File: config.mk
export PLATFORM = sky130hd
export DESIGN_NAME = agex_stage_flat
export DESIGN_NICKNAME = d
export VERILOG_FILES = /design/src/rtl/agex_stage_pkg.sv /design/src/rtl/agex_stage_if.sv /design/src/rtl/agex_stage_alu.sv /design/src/rtl/agex_stage.sv /design/src/flat_wrapper.sv
export SDC_FILE = /design/constraint.sdc
export NUM_CORES = 1
export LEC_CHECK = 0
export ABC_AREA = 1
export CORE_UTILIZATION = 49
export DETAILED_ROUTE_END_ITERATION = 6
export GPL_TIMING_DRIVEN = 0
export PLACE_DENSITY = 0.89
export SLEW_MARGIN = 20
export SYNTH_ARGS = -nofsm -noshare
export SYNTH_HDL_FRONTEND = slang
export SYNTH_HIERARCHICAL = 1
export SYNTH_SLANG_ARGS = --single-unit
File: constraint.sdc
create_clock -name clk -period 4.8 [get_ports clk]
set_input_delay 0.48 -clock clk [delete_from_list [all_inputs] [get_ports clk]]
set_output_delay 0.48 -clock clk [all_outputs]
set_load 0.01 [all_outputs]
File: src/rtl/agex_stage_pkg.sv
// Shared definitions for the LC-3b AGEX stage: control-store bit positions,
// mux/ALU encodings and a sign-extension helper.
package agex_stage_pkg;

    localparam int CS_W     = 20;
    localparam int MEM_CS_W = 11;

    localparam int CS_ADDR1MUX     = 19;
    localparam int CS_ADDR2MUX_HI  = 18;
    localparam int CS_ADDR2MUX_LO  = 17;
    localparam int CS_LSHF1        = 16;
    localparam int CS_ADDRESSMUX   = 15;
    localparam int CS_SR2MUX       = 14;
    localparam int CS_ALUK_HI      = 13;
    localparam int CS_ALUK_LO      = 12;
    localparam int CS_RESULTMUX    = 11;
    localparam int CS_BR_OP        = 10;
    localparam int CS_UNCOND_OP    = 9;
    localparam int CS_TRAP_OP      = 8;
    localparam int CS_BR_STALL     = 7;
    localparam int CS_DCACHE_EN    = 6;
    localparam int CS_DCACHE_RW    = 5;
    localparam int CS_DATA_SIZE    = 4;
    localparam int CS_DR_VALUEMUX_HI = 3;
    localparam int CS_DR_VALUEMUX_LO = 2;
    localparam int CS_LD_REG       = 1;
    localparam int CS_LD_CC        = 0;

    typedef enum logic [1:0] {
        ADDR2_ZERO  = 2'd0,
        ADDR2_OFF6  = 2'd1,
        ADDR2_OFF9  = 2'd2,
        ADDR2_OFF11 = 2'd3
    } addr2mux_e;

    typedef enum logic [1:0] {
        ALUK_ADD   = 2'd0,
        ALUK_AND   = 2'd1,
        ALUK_XOR   = 2'd2,
        ALUK_PASSB = 2'd3
    } aluk_e;

    typedef enum logic {
        SR2MUX_REG  = 1'b0,
        SR2MUX_IMM5 = 1'b1
    } sr2mux_e;

    // Sign-extend the low 'bits' bits of val to 16 bits.
    function automatic logic [15:0] sext16(input logic [15:0] val, input int unsigned bits);
        logic [15:0] shifted;
        shifted = val << (16 - bits);
        return $signed(shifted) >>> (16 - bits);
    endfunction

endpackage

File: src/rtl/agex_stage_if.sv
// Decode <-> AGEX interface: instruction/operand bundle toward AGEX and
// hazard feedback back toward decode.
interface agex_stage_if;
    import agex_stage_pkg::*;

    logic            ld_agex;
    logic [15:0]     de_npc;
    logic [15:0]     de_ir;
    logic [15:0]     agex_sr1;
    logic [15:0]     agex_sr2;
    logic [2:0]      agex_drid_new;
    logic [CS_W-1:0] agex_cs;
    logic            agex_v;

    logic [2:0]      agex_drid_old;
    logic            v_agex_ld_reg;
    logic            v_agex_ld_cc;
    logic            v_agex_br_stall;

    modport master (
        output ld_agex, de_npc, de_ir, agex_sr1, agex_sr2, agex_drid_new, agex_cs, agex_v,
        input  agex_drid_old, v_agex_ld_reg, v_agex_ld_cc, v_agex_br_stall
    );

    modport slave (
        input  ld_agex, de_npc, de_ir, agex_sr1, agex_sr2, agex_drid_new, agex_cs, agex_v,
        output agex_drid_old, v_agex_ld_reg, v_agex_ld_cc, v_agex_br_stall
    );

endinterface

File: src/rtl/agex_stage_alu.sv
// Combinational ALU, barrel shifter and result select for the AGEX stage.
module agex_stage_alu
    import agex_stage_pkg::*;
(
    input  logic [15:0] sr1,
    input  logic [15:0] sr2,
    input  logic [5:0]  ir_low,
    input  logic        sr2mux,
    input  logic [1:0]  aluk,
    input  logic        resultmux,
    output logic [15:0] result
);

    logic [15:0] alu_b;
    logic [15:0] alu_out;
    logic [15:0] shf_out;

    always_comb begin
        alu_b = (sr2mux_e'(sr2mux) == SR2MUX_IMM5) ? sext16({10'b0, ir_low}, 5) : sr2;
        case (aluk_e'(aluk))
            ALUK_ADD:   alu_out = sr1 + alu_b;
            ALUK_AND:   alu_out = sr1 & alu_b;
            ALUK_XOR:   alu_out = sr1 ^ alu_b;
            ALUK_PASSB: alu_out = alu_b;
            default:    alu_out = alu_b;
        endcase
    end

    // ir[5:4] = 10 is not a defined encoding and shifts logically right.
    always_comb begin
        case (ir_low[5:4])
            2'b00:   shf_out = sr1 << ir_low[3:0];
            2'b11:   shf_out = $signed(sr1) >>> ir_low[3:0];
            default: shf_out = sr1 >> ir_low[3:0];
        endcase
    end

    assign result = resultmux ? alu_out : shf_out;

endmodule

File: src/rtl/agex_stage.sv
// LC-3b address-generate/execute stage: DE->AGEX and AGEX->MEM latches,
// effective-address adder and hazard feedback to decode.
module agex_stage
    import agex_stage_pkg::*;
(
    input  logic                clk,
    input  logic                reset,
    input  logic                mem_stall,
    input  logic                flush,
    agex_stage_if.slave         de,
    output logic                mem_v,
    output logic [15:0]         mem_npc,
    output logic [15:0]         mem_ir,
    output logic [15:0]         mem_address,
    output logic [15:0]         mem_alu_result,
    output logic [2:0]          mem_drid,
    output logic [MEM_CS_W-1:0] mem_cs
);

    logic            agex_v_q,    agex_v_d;
    logic [15:0]     agex_npc_q,  agex_npc_d;
    logic [15:0]     agex_ir_q,   agex_ir_d;
    logic [15:0]     agex_sr1_q,  agex_sr1_d;
    logic [15:0]     agex_sr2_q,  agex_sr2_d;
    logic [2:0]      agex_drid_q, agex_drid_d;
    logic [CS_W-1:0] agex_cs_q,   agex_cs_d;

    logic                mem_v_q,          mem_v_d;
    logic [15:0]         mem_npc_q,        mem_npc_d;
    logic [15:0]         mem_ir_q,         mem_ir_d;
    logic [15:0]         mem_address_q,    mem_address_d;
    logic [15:0]         mem_alu_result_q, mem_alu_result_d;
    logic [2:0]          mem_drid_q,       mem_drid_d;
    logic [MEM_CS_W-1:0] mem_cs_q,         mem_cs_d;

    logic [15:0] addr1;
    logic [15:0] addr2;
    logic [15:0] address;
    logic [15:0] alu_result;

    always_comb begin
        addr1 = agex_cs_q[CS_ADDR1MUX] ? agex_sr1_q : agex_npc_q;
        case (addr2mux_e'(agex_cs_q[CS_ADDR2MUX_HI:CS_ADDR2MUX_LO]))
            ADDR2_ZERO:  addr2 = 16'h0000;
            ADDR2_OFF6:  addr2 = sext16(agex_ir_q, 6);
            ADDR2_OFF9:  addr2 = sext16(agex_ir_q, 9);
            ADDR2_OFF11: addr2 = sext16(agex_ir_q, 11);
            default:     addr2 = 16'h0000;
        endcase
        if (agex_cs_q[CS_LSHF1]) begin
            addr2 = addr2 << 1;
        end
        address = agex_cs_q[CS_ADDRESSMUX] ? (addr1 + addr2) : {7'b0, agex_ir_q[7:0], 1'b0};
    end

    agex_stage_alu u_alu (
        .sr1       (agex_sr1_q),
        .sr2       (agex_sr2_q),
        .ir_low    (agex_ir_q[5:0]),
        .sr2mux    (agex_cs_q[CS_SR2MUX]),
        .aluk      (agex_cs_q[CS_ALUK_HI:CS_ALUK_LO]),
        .resultmux (agex_cs_q[CS_RESULTMUX]),
        .result    (alu_result)
    );

    // Flush only kills the valid bits; data paths follow their own load/stall enables.
    always_comb begin
        agex_v_d    = agex_v_q;
        agex_npc_d  = agex_npc_q;
        agex_ir_d   = agex_ir_q;
        agex_sr1_d  = agex_sr1_q;
        agex_sr2_d  = agex_sr2_q;
        agex_drid_d = agex_drid_q;
        agex_cs_d   = agex_cs_q;
        if (de.ld_agex) begin
            agex_v_d    = de.agex_v;
            agex_npc_d  = de.de_npc;
            agex_ir_d   = de.de_ir;
            agex_sr1_d  = de.agex_sr1;
            agex_sr2_d  = de.agex_sr2;
            agex_drid_d = de.agex_drid_new;
            agex_cs_d   = de.agex_cs;
        end
        if (flush) begin
            agex_v_d = 1'b0;
        end

        mem_v_d          = mem_v_q;
        mem_npc_d        = mem_npc_q;
        mem_ir_d         = mem_ir_q;
        mem_address_d    = mem_address_q;
        mem_alu_result_d = mem_alu_result_q;
        mem_drid_d       = mem_drid_q;
        mem_cs_d         = mem_cs_q;
        if (!mem_stall) begin
            mem_v_d          = agex_v_q;
            mem_npc_d        = agex_npc_q;
            mem_ir_d         = agex_ir_q;
            mem_address_d    = address;
            mem_alu_result_d = alu_result;
            mem_drid_d       = agex_drid_q;
            mem_cs_d         = agex_cs_q[MEM_CS_W-1:0];
        end
        if (flush) begin
            mem_v_d = 1'b0;
        end
    end

    always_ff @(posedge clk or posedge reset) begin
        if (reset) begin
            agex_v_q         <= 1'b0;
            agex_npc_q       <= '0;
            agex_ir_q        <= '0;
            agex_sr1_q       <= '0;
            agex_sr2_q       <= '0;
            agex_drid_q      <= '0;
            agex_cs_q        <= '0;
            mem_v_q          <= 1'b0;
            mem_npc_q        <= '0;
            mem_ir_q         <= '0;
            mem_address_q    <= '0;
            mem_alu_result_q <= '0;
            mem_drid_q       <= '0;
            mem_cs_q         <= '0;
        end else begin
            agex_v_q         <= agex_v_d;
            agex_npc_q       <= agex_npc_d;
            agex_ir_q        <= agex_ir_d;
            agex_sr1_q       <= agex_sr1_d;
            agex_sr2_q       <= agex_sr2_d;
            agex_drid_q      <= agex_drid_d;
            agex_cs_q        <= agex_cs_d;
            mem_v_q          <= mem_v_d;
            mem_npc_q        <= mem_npc_d;
            mem_ir_q         <= mem_ir_d;
            mem_address_q    <= mem_address_d;
            mem_alu_result_q <= mem_alu_result_d;
            mem_drid_q       <= mem_drid_d;
            mem_cs_q         <= mem_cs_d;
        end
    end

    assign de.agex_drid_old   = agex_drid_q;
    assign de.v_agex_ld_reg   = agex_v_q & agex_cs_q[CS_LD_REG];
    assign de.v_agex_ld_cc    = agex_v_q & agex_cs_q[CS_LD_CC];
    assign de.v_agex_br_stall = agex_v_q & agex_cs_q[CS_BR_STALL];

    assign mem_v          = mem_v_q;
    assign mem_npc        = mem_npc_q;
    assign mem_ir         = mem_ir_q;
    assign mem_address    = mem_address_q;
    assign mem_alu_result = mem_alu_result_q;
    assign mem_drid       = mem_drid_q;
    assign mem_cs         = mem_cs_q;

endmodule

File: src/flat_wrapper.sv
// flat-port wrapper written by rule: the top's interface ports become plain ports
module agex_stage_flat import agex_stage_pkg::*;
  (clk, reset, mem_stall, flush, mem_v, mem_npc, mem_ir, mem_address, mem_alu_result, mem_drid, mem_cs, de_ld_agex, de_de_npc, de_de_ir, de_agex_sr1, de_agex_sr2, de_agex_drid_new, de_agex_cs, de_agex_v, de_agex_drid_old, de_v_agex_ld_reg, de_v_agex_ld_cc, de_v_agex_br_stall);
  agex_stage_if de_i ();
  input  logic clk;
  input  logic reset;
  input  logic mem_stall;
  input  logic flush;
  output logic mem_v;
  output logic [15:0] mem_npc;
  output logic [15:0] mem_ir;
  output logic [15:0] mem_address;
  output logic [15:0] mem_alu_result;
  output logic [2:0] mem_drid;
  output logic [MEM_CS_W-1:0] mem_cs;
  input wire logic [$bits(de_i.ld_agex)-1:0] de_ld_agex;
  input wire logic [$bits(de_i.de_npc)-1:0] de_de_npc;
  input wire logic [$bits(de_i.de_ir)-1:0] de_de_ir;
  input wire logic [$bits(de_i.agex_sr1)-1:0] de_agex_sr1;
  input wire logic [$bits(de_i.agex_sr2)-1:0] de_agex_sr2;
  input wire logic [$bits(de_i.agex_drid_new)-1:0] de_agex_drid_new;
  input wire logic [$bits(de_i.agex_cs)-1:0] de_agex_cs;
  input wire logic [$bits(de_i.agex_v)-1:0] de_agex_v;
  output wire logic [$bits(de_i.agex_drid_old)-1:0] de_agex_drid_old;
  output wire logic [$bits(de_i.v_agex_ld_reg)-1:0] de_v_agex_ld_reg;
  output wire logic [$bits(de_i.v_agex_ld_cc)-1:0] de_v_agex_ld_cc;
  output wire logic [$bits(de_i.v_agex_br_stall)-1:0] de_v_agex_br_stall;
  assign de_i.ld_agex = de_ld_agex;
  assign de_i.de_npc = de_de_npc;
  assign de_i.de_ir = de_de_ir;
  assign de_i.agex_sr1 = de_agex_sr1;
  assign de_i.agex_sr2 = de_agex_sr2;
  assign de_i.agex_drid_new = de_agex_drid_new;
  assign de_i.agex_cs = de_agex_cs;
  assign de_i.agex_v = de_agex_v;
  assign de_agex_drid_old = de_i.agex_drid_old;
  assign de_v_agex_ld_reg = de_i.v_agex_ld_reg;
  assign de_v_agex_ld_cc = de_i.v_agex_ld_cc;
  assign de_v_agex_br_stall = de_i.v_agex_br_stall;
  agex_stage u_core (.clk(clk), .reset(reset), .mem_stall(mem_stall), .flush(flush), .de(de_i), .mem_v(mem_v), .mem_npc(mem_npc), .mem_ir(mem_ir), .mem_address(mem_address), .mem_alu_result(mem_alu_result), .mem_drid(mem_drid), .mem_cs(mem_cs));
endmodule
==> results of run 1 <==
## registers in the layout (all words and copies together), names as in the netlist
name / flops
u_core/mem_alu_result: 16
u_core/agex_ir_q: 16
u_core/mem_npc: 16
u_core/mem_drid: 3
u_core/agex_sr1_q: 16
u_core/agex_sr2_q: 16
u_core/agex_npc_q: 16
u_core/mem_ir: 16
u_core/de.agex_drid_old: 3
u_core/mem_cs: 11
u_core/mem_address: 16
u_core/agex_v_q: 1
u_core/mem_v: 1
u_core/agex_cs_q: 20
## where the power goes
part | internal, uW | switching [uW] | total (uW)
registers | 1570 | 151 | 1720
logic | 637 | 995 | 1630
clock network | 751 | 798 | 1550
## layout by cell type (no fill, tap or decap), drive strengths merged, types with 2 or more instances in the layout
| cell | instances |
|---|---|
| a211oi | 5 |
| a21oi | 46 |
| a221oi | 3 |
| a22oi | 4 |
| a31oi | 5 |
| and2 | 5 |
| buf | 45 |
| clkbuf | 42 |
| clkdlybuf4s50 | 175 |
| clkinv | 7 |
| dfrtp | 167 |
| fa | 2 |
| ha | 34 |
| inv | 185 |
| nand2 | 701 |
| nand3 | 127 |
| nand3b | 6 |
| nand4 | 6 |
| nor2 | 59 |
| nor3 | 9 |
| o211ai | 2 |
| o21ai | 163 |
| o221ai | 2 |
| o22ai | 2 |
| or2 | 3 |
| xor2 | 3 |
## per-layer routing
layer  up-vias  GRT usage  part of all wire
li1       5474          -                 -
met1      5595      0.459              0.39
met2       728      0.576              0.46
met3       124     0.0721             0.098
met4         0      0.185             0.046
met5         -          0                 0
## area by class of cell
class                      count  area share
timing repair buffer         180       0.136
multi-input combinational   1194       0.409
clock inverter                15      0.0176
inverter                     178      0.0497
buffer                        65      0.0252
tap                          275      0.0251
sequential                   167       0.305
clock buffer                  17      0.0311
## path summary, 6_finish.rpt
path / slack [ns] / end / start
setup / recovery: 1.83 / u_core/mem_alu_result[4] / u_core/agex_cs_q[14]
hold / removal: 0.46 / u_core/agex_npc_q[2] / de_ld_agex
setup reg to reg: 1.83 / u_core/mem_alu_result[4] / u_core/agex_cs_q[14]
hold reg to reg: 0.48 / u_core/mem_alu_result[0] / u_core/mem_alu_result[0]
max in group asynchronous: 3.50 / u_core/agex_sr1_q[13] / reset
min in group asynchronous: 0.50 / u_core/mem_cs[6] / reset
## cell families (layout without fill, tap and decap cells)
family	Yosys count	in the layout	share of synthesized area
adder cells (fa/ha/maj)	36	36	0.0431
AO/OA/AOI/OAI	236	236	0.118
buffers and inverters	243	455	0.0945
flip-flops	167	167	0.387
AND/OR/NAND/NOR	917	917	0.353
XOR/XNOR	4	4	0.00324
multiplexers	1	1	0.000927
## stage by stage
| stage | hold slack, ns | utilization | setup WS [ns] | area (sq um) | power [uW] |
|---|---|---|---|---|---|
| after floorplan | 0.442 | - | 2.19 | 10800 | 2650 |
| after global placement | 0.458 | 0.606 | 0.893 | 12900 | 3280 |
| after detailed placement | 0.463 | 0.611 | 1.91 | 13000 | 3320 |
| after CTS | 0.440 | 0.643 | 1.87 | 13700 | 4860 |
| after global routing | 0.461 | 0.643 | 1.62 | 13700 | 5130 |
| final | 0.461 | 0.643 | 1.83 | 13700 | 4900 |
==> run summary, run 1 <==
Post-synth top cells: nand2_1 (683), inv_1 (173), dfrtp_1 (167)
Inserted Clock Buffers: 17
Power Density: 358 nW/um^2
Crit path max-delay family: simple AND/OR/NAND/NOR gates
Gr usage total: 0.359
Max Freq: 0.337 GHz
Levels on crit path: 14
Fin Setup TNS: 0 ns
Fin crit period: 2.97 ns
Initial core utilization: 0.507
Wire per inst: 19.1 microns
Largest net degree at the start of global routing: 34
Crit-path max cell delay: 0.44 ns
Share of synthesized registers carrying an async set or reset: 1.00
Hold Fails Final Rpt: 0
Fin crit share: 0.618
FP Rows: 53
Critical-path cell list: inv_1 > clkbuf_1 > o21ai_0 > ha_1 > fa_1 > nand2_1 > nand3_1 > and2_1 > or2_2 > a21oi_1 > nor3_1 > nor2_1 > nand2_1 > nand2_1
Worst-path fanout max: 10
Area contributors post-synth: dfrtp_1 (39%), nand2_1 (24%), o21ai_0 (6.9%), inv_1 (6.0%), nand3_1 (5.5%)
Nets: 1932
Startpoint types: flop
Failing checks: DRC
Final RePlAce weighted congestion: 1.01
DRT iter0 DRCs: 1197
Post-synth top flop: dfrtp_1
CP Data Arrival Time: 3.34 ns
Slowest CP cell: fa_1
Crit Path Category: reg -> reg
Clk_lat worst skew: 0.44 ns
Core area: 21300 sq um
# hold bufs at CTS: 0
Post-synth cell types: 50
Leakage power: 0.00715 uW
CTS tree: yes
GR Overflow Total: 0
Max-slew violations: 0
Die Y: 150 microns
Synth-to-layout area growth: 26.7%
Worst hold path depth: 2
Num Clock Sinks: 167
Die Area: 22600 sq um
Crit. End Element: flop
Synth Register Bits: 167
Global-route wire length before repair: 60.9 mm
Vias in the first global route: 11.2k
DIE WIDTH: 150 microns
YS warnings: 6
CP Data Required Time: 5.17 ns
Syn Area/Cell: 6.73 sq um
Fin Clk Skew: 0.0130 ns
Root buf cell: clkbuf_16
Area of the multi-input gates: 5600 sq um
Pre-antenna DRT Iters: 7
Status: finished, violations left
Port Buffers: 175
Cell mode on critical path: nand2_1
Layout cells sized above 1: 0.0655
Hold crit path type: in -> reg
Sequential fraction of the synthesis area: 0.387
# fillers: 1814
Most frequent cell after synthesis: nand2_1
Maxcap violations: 0
Setup bufs post-CTS: 0
Detailed placement HPWL: 29.8 mm
Least-Margin Pin Slew: 0.717 ns
Peak VDD IR: 0.210 mV
CTS max path bufs: 2
I/O pins: 178
Placed insts: 2059
Number of diodes: 0
Antenna-violating nets left: 0
WL final: 40.0 mm
RSZ-0062 raised after global routing: no
Syn nets: 1733
Post-Syn Instances: 1604
Clock Pin Slew Worst Setup and Hold Paths: 0.08 ns
Storage cell area: 4180 sq um
Non-filler cells, final: 2091
Vias per inst: 5.70
Vias: 11.9k
Final Setup Violations: 0
H-tree Lvls: 4
Slew HR: 0.521
Yosys top cell area share: 0.387
Drt drc: 1
Area leader, netlist: dfrtp_1
Initial antenna violation count: 0
R2R depth: 14
CTS resizes: 0
Crit path buffers/inverters: 2
Synth Cell Area: 10800 sq um
EDFF count, synth: 0
Note: power is estimated with default switching activity, not from simulation.
==> run 2: changes to the inputs <==
- CORE_UTILIZATION: 49 -> 55
- PLACE_DENSITY: 0.89 -> 0.94
- clock period: 4.8 -> 3 ns (I/O delays scaled with it)
==> run 2 against run 1 <==
Die area down 11%. The run now ends clean. Clock skew is 0.0025 ns lower. Worst setup slack got worse by 1.6 ns.
==> run summary, run 2 (synthesized netlist as in run 1, its figures left out) <==
Most frequent cells in the layout: nand2_1 (683), clkdlybuf4s50_1 (175), inv_1 (172)
Vias in the first global route: 11.6k (+3.7%)
Vias: 12.2k (+2.2%)
P_sw: 2940 uW (+51%)
Global-route wire length before repair: 61.9 mm (+1.6%)
Antenna-violating nets left: 0 (unchanged)
Sequential cell fraction of total power: 0.363 (+0.012)
Setup bufs post-CTS: 0 (unchanged)
R2R Setup Slk: 0.21 ns (-1.63 ns)
Clk_lat worst skew: 0.43 ns (about the same)
Root buf cell: clkbuf_16
Clock power frac: 0.293 (-0.023)
Worst flop-to-flop path endpoint: u_core/mem_alu_result[4]
Startpoint types: flop
Max-slew violations: 0 (unchanged)
Leakage power: 0.00711 uW (-0.54%)
Inserted Clock Buffers: 17 (unchanged)
Vias per inst: 5.87 (+3.0%)
Clock Pin Slew Worst Setup and Hold Paths: 0.08 ns (about the same)
Hold Fails Final Rpt: 0 (unchanged)
Fin Setup TNS: 0 ns (unchanged)
Crit. End Element: flop
# hold bufs at CTS: 0 (unchanged)
Peak VDD IR: 0.395 mV (+88%)
Reg2reg start: u_core/agex_ir_q[0]
# fillers: 1451 (-20%)
Final Setup Violations: 0 (unchanged)
I/O pins: 178 (unchanged)
Port Buffers: 175 (unchanged)
Int Pwr: 4660 uW (+58%)
Largest reg by FF count: u_core/agex_cs_q
Initial core utilization: 0.570 (+0.0624)
CTS max path bufs: 2 (unchanged)
Wire per inst: 19.3 microns (+0.83%)
DP Worst Slack: 0.0874 ns (-1.82 ns)
Commonest non-fill, non-tap cell in the layout: nand2_1
Storage cell area: 4180 sq um (about the same)
Tot Pwr: 7600 uW (+55%)
Initial antenna violation count: 0 (unchanged)
Fin crit share: 0.931 (+0.313)
DRT iter0 DRCs: 1422 (+19%)
Synth-to-layout area growth: 25.9%
CTS resizes: 0 (unchanged)
Worst-path fanout max: 10 (unchanged)
Status: finished, final reports clean
Area of the multi-input gates: 5600 sq um (about the same)
Maxcap violations: 0 (unchanged)
Final RePlAce weighted congestion: 0.988 (-2.6%)
Max Freq: 0.358 GHz (+6.2%)
Layout cells sized above 1: 0.0672 (+0.00165)
RSZ-0062 raised after global routing: no
Hold crit path type: in -> async
Die Y: 142 microns (-5.5%)
Die Area: 20200 sq um (-11%)
Fin crit period: 2.79 ns (-0.175 ns)
Least-Margin Pin Slew: 0.589 ns (-0.128 ns)
DIE WIDTH: 142 microns (-5.5%)
WL final: 40.0 mm (+0.11%)
Slew HR: 0.607 (+0.0860)
CP Data Arrival Time: 3.16 ns (-0.18 ns)
Detailed placement HPWL: 29.9 mm (+0.30%)
Pre-antenna DRT Iters: 6 (-1)
CP Data Required Time: 3.37 ns (-1.80 ns)
Setup WS post-layout: 0.206 ns (-1.63 ns)
Drt drc: 0 (-1)
Comb pwr share: 0.344 (+0.011)
Fin Clk Skew: 0.0105 ns (-0.00254 ns)
Max reg flops: 20 (unchanged)
Num Clock Sinks: 167 (unchanged)
GR Overflow Total: 0 (unchanged)
Crit Path Category: reg -> reg
Largest net degree at the start of global routing: 37 (+8.8%)
Number of diodes: 0 (unchanged)
CTS tree: yes
Nets: 1932 (unchanged)
H-tree Lvls: 4 (unchanged)
Gr usage total: 0.407 (+0.0475)
FP Rows: 50 (-5.7%)
R2R depth: 15 (+1)
Switching Fraction: 0.387 (-0.00966)
Core area: 19000 sq um (-11%)
Power Density: 559 nW/um^2 (+56%)
run 2: power groups by stage:
stage	registers [uW]	logic [uW]	clock network (uW)
after floorplan	2780	1460	0
after global placement	2770	2450	0
after detailed placement	2780	2510	0
after CTS	2750	2550	2230
after global routing	2770	2840	2330
final	2760	2620	2230
run 2: critical path, stage by stage (launching register included):
cell and delay [ns]:
dfrtp_2 0.45, buf_6 0.17, inv_8 0.09, buf_12 0.16
o21ai_1 0.11, ha_2 0.22, fa_1 0.41, nand2_1 0.08
nand3_1 0.08, and2_1 0.18, or2_2 0.28, a21oi_1 0.13
nor3_1 0.06, nor2_1 0.11, nand2_1 0.09, nand2_1 0.10
run 2: layer usage:
layer	routed length, microns	GRT usage	up-vias
met4	2700	0.256	0
met3	4380	0.0935	190
li1	-	-	5498
met5	0	0	-
met2	18400	0.666	893
met1	14600	0.485	5607
run 2: worst max path at each step:
stage                                     from                       end  slack [ns]  cells after the start
after floorplan            u_core/agex_ir_q[0]  u_core/mem_alu_result[4]        0.52                     15
after global placement                   reset  u_core/mem_alu_result[2]       -0.71                      2
after detailed placement  u_core/agex_cs_q[14]  u_core/mem_alu_result[4]        0.09                     14
after CTS                 u_core/agex_cs_q[14]  u_core/mem_alu_result[4]        0.07                     14
after global routing       u_core/agex_ir_q[0]  u_core/mem_alu_result[4]        0.02                     15
final                      u_core/agex_ir_q[0]  u_core/mem_alu_result[4]        0.21                     15
run 2: area by class of cell:
| type | count | area share |
|---|---|---|
| well taps | 260 | 0.0239 |
| multi-input cells | 1194 | 0.412 |
| inverters | 178 | 0.0500 |
| repair buffers | 180 | 0.136 |
| plain buffers | 65 | 0.0255 |
| clock buffers | 17 | 0.0313 |
| clock inverters | 15 | 0.0133 |
| flip-flops and latches | 167 | 0.308 |
run 2: stage by stage:
step           utilization  area, sq um  hold slack [ns]  std cells
2_1_floorplan            -        10800            0.373       1604
3_3_place_gp         0.680        12900            0.456       2039
3_5_place_dp         0.685        13000            0.461       2044
4_1_cts              0.717        13600            0.196       2076
5_1_grt              0.717        13600            0.217       2076
6_report             0.717        13600            0.196       2076
